===== src/rtl/uart_rx_pkg.sv =====
// Shared UART receiver definitions: legal oversampling ratios, default widths
// and the 3-input majority vote used by the sampler and the start-check stage.
package uart_rx_pkg;

    localparam logic [4:0] PRESCALE_4  = 5'd4;
    localparam logic [4:0] PRESCALE_8  = 5'd8;
    localparam logic [4:0] PRESCALE_16 = 5'd16;

    localparam int EDGE_W_DEF = 4;
    localparam int BIT_W_DEF  = 5;

    function automatic logic majority3(input logic a, input logic b, input logic c);
        return (a & b) | (a & c) | (b & c);
    endfunction

    // Anything that is not an explicitly supported ratio falls back to 16.
    function automatic logic [4:0] decode_prescale(input logic [4:0] value);
        case (value)
            PRESCALE_4: return PRESCALE_4;
            PRESCALE_8: return PRESCALE_8;
            default:    return PRESCALE_16;
        endcase
    endfunction

endpackage


===== src/rtl/rx_sync_2ff.sv =====
// Two-flop synchronizer for the serial line; both stages reset to the idle
// level (1) so that reset never looks like a start bit.
module rx_sync_2ff (
    input  logic clk,
    input  logic asy_reset,
    input  logic d,
    output logic q
);

    logic meta;

    always_ff @(posedge clk) begin
        if (asy_reset) begin
            meta <= 1'b1;
            q    <= 1'b1;
        end else begin
            meta <= d;
            q    <= meta;
        end
    end

endmodule


===== src/rtl/edge_bit_sampler.sv =====
// UART RX oversampling counters and mid-bit 3-sample majority voter.
// Define RX_SYNC_EN to insert a two-flop synchronizer on RX_IN.
module edge_bit_sampler
    import uart_rx_pkg::*;
#(
    parameter int EDGE_W = EDGE_W_DEF,
    parameter int BIT_W  = BIT_W_DEF
) (
    input  logic              clk,
    input  logic              asy_reset,
    input  logic              RX_IN,
    input  logic [4:0]        prescale,
    input  logic              edge_bit_enable,
    input  logic              data_sampler_enable,
    output logic [EDGE_W-1:0] edge_count,
    output logic [BIT_W-1:0]  bit_count,
    output logic              sampled_bit,
    output logic              sample_valid
);

    logic rx;

`ifdef RX_SYNC_EN
    rx_sync_2ff u_rx_sync (
        .clk       (clk),
        .asy_reset (asy_reset),
        .d         (RX_IN),
        .q         (rx)
    );
`else
    assign rx = RX_IN;
`endif

    logic [4:0]        p_reg;
    logic              enable_q;
    logic              sample_lo;
    logic              sample_mid;
    logic              en_rise;
    logic [EDGE_W-1:0] last_edge;
    logic [EDGE_W-1:0] cap_lo_edge;
    logic [EDGE_W-1:0] cap_mid_edge;
    logic [EDGE_W-1:0] vote_edge;

    // Decision points derive from the latched ratio only, so a prescale change
    // mid-frame cannot shift them.
    assign en_rise      = edge_bit_enable & ~enable_q;
    assign last_edge    = EDGE_W'(p_reg - 5'd1);
    assign cap_lo_edge  = EDGE_W'((p_reg >> 1) - 5'd1);
    assign cap_mid_edge = EDGE_W'(p_reg >> 1);
    assign vote_edge    = EDGE_W'((p_reg >> 1) + 5'd1);

    // NOTE: every register below uses <= so all updates see the same pre-edge
    // values; blocking assignments here would create order-dependent behaviour.
    always_ff @(posedge clk) begin
        if (asy_reset) begin
            p_reg        <= PRESCALE_16;
            enable_q     <= 1'b0;
            edge_count   <= '0;
            bit_count    <= '0;
            sample_lo    <= 1'b1;
            sample_mid   <= 1'b1;
            sampled_bit  <= 1'b1;
            sample_valid <= 1'b0;
        end else begin
            enable_q     <= edge_bit_enable;
            sample_valid <= 1'b0;

            if (en_rise) begin
                p_reg <= decode_prescale(prescale);
            end

            if (!edge_bit_enable) begin
                // Clearing wins over sampling and throws away any partial vote.
                edge_count <= '0;
                bit_count  <= '0;
                sample_lo  <= 1'b1;
                sample_mid <= 1'b1;
            end else begin
                if (edge_count == last_edge) begin
                    edge_count <= '0;
                    if (bit_count != {BIT_W{1'b1}}) begin
                        bit_count <= bit_count + BIT_W'(1);
                    end
                end else begin
                    edge_count <= edge_count + EDGE_W'(1);
                end

                if (data_sampler_enable) begin
                    if (edge_count == cap_lo_edge) begin
                        sample_lo <= rx;
                    end
                    if (edge_count == cap_mid_edge) begin
                        sample_mid <= rx;
                    end
                    if (edge_count == vote_edge) begin
                        sampled_bit  <= majority3(sample_lo, sample_mid, rx);
                        sample_valid <= 1'b1;
                    end
                end
            end
        end
    end

endmodule

===== config.mk =====
export PLATFORM = sky130hd
export DESIGN_NAME = edge_bit_sampler
export DESIGN_NICKNAME = d
export VERILOG_FILES = /design/src/rtl/uart_rx_pkg.sv /design/src/rtl/rx_sync_2ff.sv /design/src/rtl/edge_bit_sampler.sv
export SDC_FILE = /design/constraint.sdc
export NUM_CORES = 1
export LEC_CHECK = 0
export ABC_AREA = 1
export BUFFER_PORTS_ARGS = -buffer_cell sky130_fd_sc_hd__buf_2
export CORE_ASPECT_RATIO = 1.25
export CORE_MARGIN = 4
export CORE_UTILIZATION = 55
export CTS_CLUSTER_DIAMETER = 50
export DETAILED_ROUTE_END_ITERATION = 8
export PLACE_DENSITY = 0.9
export SKIP_CTS_REPAIR_TIMING = 1
export SYNTH_ARGS = -nofsm -noshare
export SYNTH_HDL_FRONTEND = slang
export SYNTH_HIERARCHICAL = 1
export SYNTH_SLANG_ARGS = --single-unit

===== constraint.sdc =====
create_clock -name clk -period 3.6 [get_ports clk]
set_input_delay 0.72 -clock clk [delete_from_list [all_inputs] [get_ports clk]]
set_output_delay 0.72 -clock clk [all_outputs]
set_load 0.1 [all_outputs]

==> out/summary.txt, run 1 <==
Status -> complete, no violations
Root buffer cell -> clkbuf_4
# diodes -> 0
XOR/XNOR Fraction of Synth Area -> 3.862%
DR iter-0 viols -> 19
Final core occ -> 67.87%
Die Height -> 53.41 µm
Routed WL -> 1.865 mm
Num CTS Buffers -> 3
FMAX -> 0.5108 GHz
Async SR Flop Fraction -> 0%
Critical path's top delay family -> buffers and inverters
Routability cong. -> 0.7329
R2R Path Start -> bit_count[0]
WHS -> 481.9 ps
Skew-Pair Late Insertion Delay -> 300 ps
RSZ-0062 raised after global routing -> no
TritonRoute pass-1 iters -> 4
Number of flops mapped to enable cells by yosys -> 0
Critical Path End Type -> primary output
Netlist Area Pre-Place -> 907.1 µm²
Slew @ Worst Pin -> 485.8 ps
H-tree levels -> 1
Setup-violating endpoint count in the final report -> 0
WL/cell -> 10.84 µm
Hold Crit Class -> flip-flop to flip-flop
TritonCTS clock tree -> done
Overflow after GRT -> 0
Most used DFF post-synth -> dfxtp_1
Initial antenna violation count -> 0
Synthesized netlist cell count -> 130
Static Leak -> 0.5094 nW
DR DRC count -> 0
Leading post-synthesis cells by cell area -> dfxtp_1 (38%), nand2_1 (12%), nand3_1 (9.9%)
Worst path cell trace -> buf_2
Synth top cells by count -> nand2_1 (30), inv_1 (18), nand3_1 (18), dfxtp_1 (17), nor2_1 (15)
CP max FO -> 8
Clock skew -> 10.60 ps
Synth unique cells -> 21
Worst reg2reg endpoint -> bit_count[0]
CP peak stage delay -> 470 ps
Sink Count -> 17
Nets -> 169
First-pass GRT wire length -> 3.236 mm
Crit share post-route -> 54.38%
Synth Area in Simple Gates -> 36.00%
Final TNS setup -> 0 ps
Power per cell area -> 333.2 nW/µm²
Critical path startpoint category -> flip-flop
Reg-to-reg slack, setup -> 2000 ps
Largest area contributor in the netlist -> dfxtp_1
CP startpoint -> edge_count[2]
Worst vdd ir -> 0.2131 mV
Number of global-route vias before repair -> 838
Synth-to-Final Area Change -> 16.83%
Cell Rows -> 16
Largest family of logic cells by synthesized area -> simple AND/OR/NAND/NOR gates
Yosys top cell area share -> 37.52%
Critical path data arrival time -> 1240 ps
DR vias -> 893
Fin. Hold Viols -> 0
Worst relative slew slack -> 67.84%
Post-synthesis adder-cell area fraction -> 6.621%
Antenna viol nets, final -> 0
Max Buffers Root-to-Sink -> 2
Post-synthesis compound-gate area fraction -> 7.724%
All-Layer GR Usage -> 18.19%
Share of synthesized area spent on multiplexers -> 0%
Core footprint -> 1562 µm²
Largest net degree at the start of global routing -> 12
Layout cells sized above 1 -> 20.78%
Final Critical Period -> 1958 ps
Syn_nets -> 144
Worst setup endpoint -> edge_count[2]
Mean Syn Cell Area -> 6.978 µm²
Reg2reg path depth -> 8
Top-Level Pins -> 21
Largest register FFs -> 5
DIE AREA -> 2367 µm²
Slew Limit Fails -> 0
FF+latch count, synth -> 17
Initial core utilization -> 58.09%
Via/cell ratio -> 5.192
Die W -> 44.33 µm
Hold_sp -> sampled_bit
Power, Total -> 353.1 µW
I/O Buffers -> 20
Sequential area share after synthesis -> 37.52%
Critical path buffers and inverters -> 1
Slowest stage cell, crit path -> buf_2
Crit Path Category -> flip-flop to primary output
CP Data Required Time -> 2880 ps
Warnings from Yosys -> 6
Dpl hpwl -> 1.542 mm
CTS clk-pin slew, worst paths -> 110 ps
Critical path depth -> 1
Max-cap violations -> 0
Most frequent cell after synthesis -> nand2_1
## report_power, final
group	leakage, nW	total [mW]	switching, mW	internal, mW
clock network	0.0139	0.108	0.0656	0.0423
registers	0.138	0.197	0.00459	0.192
logic	0.357	0.0484	0.0325	0.0159
## final cells by class
cell class	instances	area [µm²]
Multi-Input combinational cell	93	491.7
Tap cell	18	22.52
Clock inverter	1	7.507
Clock buffer	3	22.52
Timing Repair Buffer	20	100.1
Fill cell	150	501.7
Sequential cell	17	340.3
Inverter	20	75.07
## worst min-delay path by stage
stage / end / slack [ps] / depth (start not counted)
after global routing: sample_lo / 520 / 2
after detailed placement: sampled_bit / 460 / 2
after floorplan: sample_mid / 430 / 2
after global placement: sampled_bit / 430 / 2
after CTS: sampled_bit / 490 / 2
final: sampled_bit / 480 / 2
## cell families (layout without fill, tap and decap cells)
kind of cell / after synthesis / in the layout
and+or+nand+nor: 72 / 72
xor gates and xnor gates: 4 / 4
adders and majority gates: 5 / 5
DFF: 17 / 17
AOI/OAI and AO/OA: 12 / 12
buffers and inverters: 20 / 44
## metrics by stage
step                      cell area (µm²)  setup slack, ps  instances
final                                1060             1642        172
after global routing                 1060             1575        172
after CTS                            1060             1632        172
after detailed placement             1030             1939        168
after global placement               1030             1982        168
after floorplan                     907.1             1470        130
## cells in the final DEF, fill, tap and decap left out
cell type | netlist | layout
inv_1 | 18 | 18
ha_1 | 4 | 4
nand2_1 | 30 | 30
clkinvlp_4 | 0 | 1
buf_2 | 0 | 20
a21oi_2 | 1 | 1
nand3_1 | 18 | 18
inv_2 | 2 | 2
clkbuf_4 | 0 | 3
xor2_1 | 3 | 3
nor2_1 | 15 | 15
nor3b_1 | 1 | 1
nand3b_1 | 1 | 1
nand2_2 | 2 | 2
nand4_1 | 3 | 3
maj3_1 | 1 | 1
o211ai_1 | 1 | 1
o21ai_2 | 1 | 1
dfxtp_1 | 17 | 17
a21oi_1 | 7 | 7
nor2_4 | 1 | 1
nand3_2 | 1 | 1
o21ai_0 | 2 | 2
xnor2_1 | 1 | 1
## metal layers
layer  wire (µm)  GRT usage [%]  up-vias
li1            -              -      467
met1         750          18.40      409
met2        1022          35.19       15
met3          80          4.422        2
met4          12          6.030        0
met5           0              0        -
(Power assumes the default switching activity.)
==> run 2, diff against run 1 <==
--- a/config.mk
+++ b/config.mk
@@ -9,10 +9,10 @@
 export BUFFER_PORTS_ARGS = -buffer_cell sky130_fd_sc_hd__buf_2
 export CORE_ASPECT_RATIO = 1.25
 export CORE_MARGIN = 4
-export CORE_UTILIZATION = 55
+export CORE_UTILIZATION = 46
 export CTS_CLUSTER_DIAMETER = 50
 export DETAILED_ROUTE_END_ITERATION = 8
-export PLACE_DENSITY = 0.9
+export PLACE_DENSITY = 0.82
 export SKIP_CTS_REPAIR_TIMING = 1
 export SYNTH_ARGS = -nofsm -noshare
 export SYNTH_HDL_FRONTEND = slang
==> constraint.sdc (replaced) <==
create_clock -name clk -period 1.8 [get_ports clk]
set_input_delay 0.36 -clock clk [delete_from_list [all_inputs] [get_ports clk]]
set_output_delay 0.36 -clock clk [all_outputs]
set_load 0.1 [all_outputs]
==> run 2 against run 1 <==
  * Worst setup slack got worse by 1500 ps
  * Global-route usage is 2.1 points lower
  * Sequential power is 100% higher
  * Clock skew decreased by 9.0 ps
  * Critical endpoint is now bit_count[0]
  * Cell count is 0.58% higher
==> out/summary.txt, run 2 (synthesis results as in run 1) <==
Status -> complete, no violations (unchanged)
Critical path data arrival time -> 1830 ps (was 1240 ps)
Clock skew -> 1.561 ps (was 10.60 ps)
Number of global-route vias before repair -> 848 (was 838)
Top-Level Pins -> 21 (unchanged)
Setup-violating endpoint count in the final report -> 0 (unchanged)
Die W -> 47.72 µm (was 44.33 µm)
RSZ-0062 raised after global routing -> no (unchanged)
Final Cell Area -> 1066 µm² (was 1060 µm²)
Largest register FFs -> 5 (unchanged)
Overflow after GRT -> 0 (unchanged)
Initial antenna violation count -> 0 (unchanged)
Static Leak -> 0.5160 nW (was 0.5094 nW)
Root buffer cell -> clkbuf_4 (unchanged)
Power per cell area -> 650.5 nW/µm² (was 333.2 nW/µm²)
# diodes -> 0 (unchanged)
Initial core utilization -> 49.59% (was 58.09%)
Dpl hpwl -> 1.519 mm (was 1.542 mm)
Final TNS setup -> 0 ps (unchanged)
Routability cong. -> 0.8758 (was 0.7329)
Crit share post-route -> 89.49%
Critical path startpoint category -> flip-flop (unchanged)
Commonest non-fill, non-tap cell in the layout -> nand2_1 (unchanged)
Num CTS Buffers -> 3 (unchanged)
Sink Count -> 17 (unchanged)
Antenna viol nets, final -> 0 (unchanged)
Cell Rows -> 17 (was 16)
Via/cell ratio -> 5.260 (was 5.192)
H-tree levels -> 1 (unchanged)
DR vias -> 910 (was 893)
DR iter-0 viols -> 13 (was 19)
CP Data Required Time -> 2020 ps (was 2880 ps)
CP max FO -> 6 (was 8)
Final Critical Period -> 1611 ps
FMAX -> 0.6208 GHz
DR DRC count -> 0 (unchanged)
CTS clk-pin slew, worst paths -> 100 ps (was 110 ps)
First-pass GRT wire length -> 3.305 mm (was 3.236 mm)
Routed WL -> 1.878 mm (was 1.865 mm)
Commonest non-fill, non-tap cells in the layout -> nand2_1 (30), buf_2 (20), inv_1 (18), nand3_1 (18), nor2_1 (15) (was nand2_1 (30), buf_2 (20), inv_1 (18), nand3_1 (18), dfxtp_1 (17))
Worst vdd ir -> 0.4259 mV (was 0.2131 mV)
Fin. Hold Viols -> 0 (unchanged)
Skew-Pair Late Insertion Delay -> 280 ps (was 300 ps)
Hold Crit Class -> primary input to flip-flop (was flip-flop to flip-flop)
I/O Buffers -> 20 (unchanged)
Die Height -> 57.65 µm (was 53.41 µm)
Placed Area -> 1039 µm² (was 1030 µm²)
Nets -> 169 (unchanged)
Core footprint -> 1829 µm² (was 1562 µm²)
Max Buffers Root-to-Sink -> 2 (unchanged)
Layout cells sized above 1 -> 24.68% (was 20.78%)
DIE AREA -> 2751 µm² (was 2367 µm²)
Worst relative slew slack -> 67.66% (was 67.84%)
Critical Path End Type -> flip-flop (was primary output)
TritonRoute pass-1 iters -> 4 (unchanged)
Largest net degree at the start of global routing -> 11 (was 12)
Crit Path Category -> flip-flop to flip-flop (was flip-flop to primary output)
TritonCTS clock tree -> done (unchanged)
Max-cap violations -> 0 (unchanged)
Slew Limit Fails -> 0 (unchanged)
Synth-to-Final Area Change -> 17.52% (was 16.83%)
All-Layer GR Usage -> 16.06% (was 18.19%)
Slew @ Worst Pin -> 488.5 ps (was 485.8 ps)
Fillcell total -> 175 (was 150)
WL/cell -> 10.86 µm (was 10.84 µm)
[run 2: cell types whose count changed in the layout (fill, tap and decap cells not counted), sizes merged]
cell,delta
clkinv,+1
clkinvlp,-1
[run 2: through the flow]
stage | setup slack [ps] | instances | total power, mW | hold slack (ps) | utilization (%)
floorplan | 27.07 | 130 | 0.4730 | 432.1 | -
global placement | 280.1 | 169 | 0.4968 | 438.7 | 56.77
detailed placement | 235.0 | 169 | 0.5003 | 437.2 | 56.77
CTS | 193.8 | 173 | 0.7003 | 244.6 | 58.28
global route | 72.03 | 173 | 0.7433 | 222.6 | 58.28
finish | 189.2 | 173 | 0.6934 | 248.4 | 58.28
[run 2: final cells by class]
type | instances | area [µm²] | area share, %
clock buffer | 3 | 22.52 | 2.113
multi-input combinational | 93 | 491.7 | 46.13
inverter | 20 | 75.07 | 7.042
timing repair buffer | 20 | 100.1 | 9.390
sequential | 17 | 347.8 | 32.63
tap | 19 | 23.77 | 2.230
clock inverter | 1 | 5.005 | 0.4695
[run 2: worst max-delay path, cell delays in order, from the launching register on]
cell and delay [ps]:
dfxtp_1 480, inv_1 80, ha_1 340, nand2_1 120, nand3_2 130, nor2_4 150
nand3_1 90, a21oi_1 140
[run 2: final timing paths]
| path | startpoint | to | slack, ps | cells after the start |
|---|---|---|---|---|
| max | p_reg[2] | bit_count[0] | 190 | 7 |
| min | asy_reset | sample_valid | 250 | 2 |
| max reg2reg | p_reg[2] | bit_count[0] | 190 | 7 |
| min reg2reg | sampled_bit | sampled_bit | 460 | 2 |
[run 2: power by group]
| group | internal [mW] | switching (mW) | total, mW |
|---|---|---|---|
| logic | 0.0320 | 0.0662 | 0.0982 |
| registers | 0.385 | 0.00934 | 0.394 |
| clock network | 0.0825 | 0.119 | 0.201 |
[run 2: routing by layer]
metal  vias to the layer above  wire (µm)  share of wire (%)  GRT usage (%)
met5                         -          0                  0              0
met4                         0         12               0.64          6.923
met3                         2        125                6.7          4.658
met2                        16        953                 51          26.28
met1                       424        787                 42          18.67
li1                        468          -                  -              -
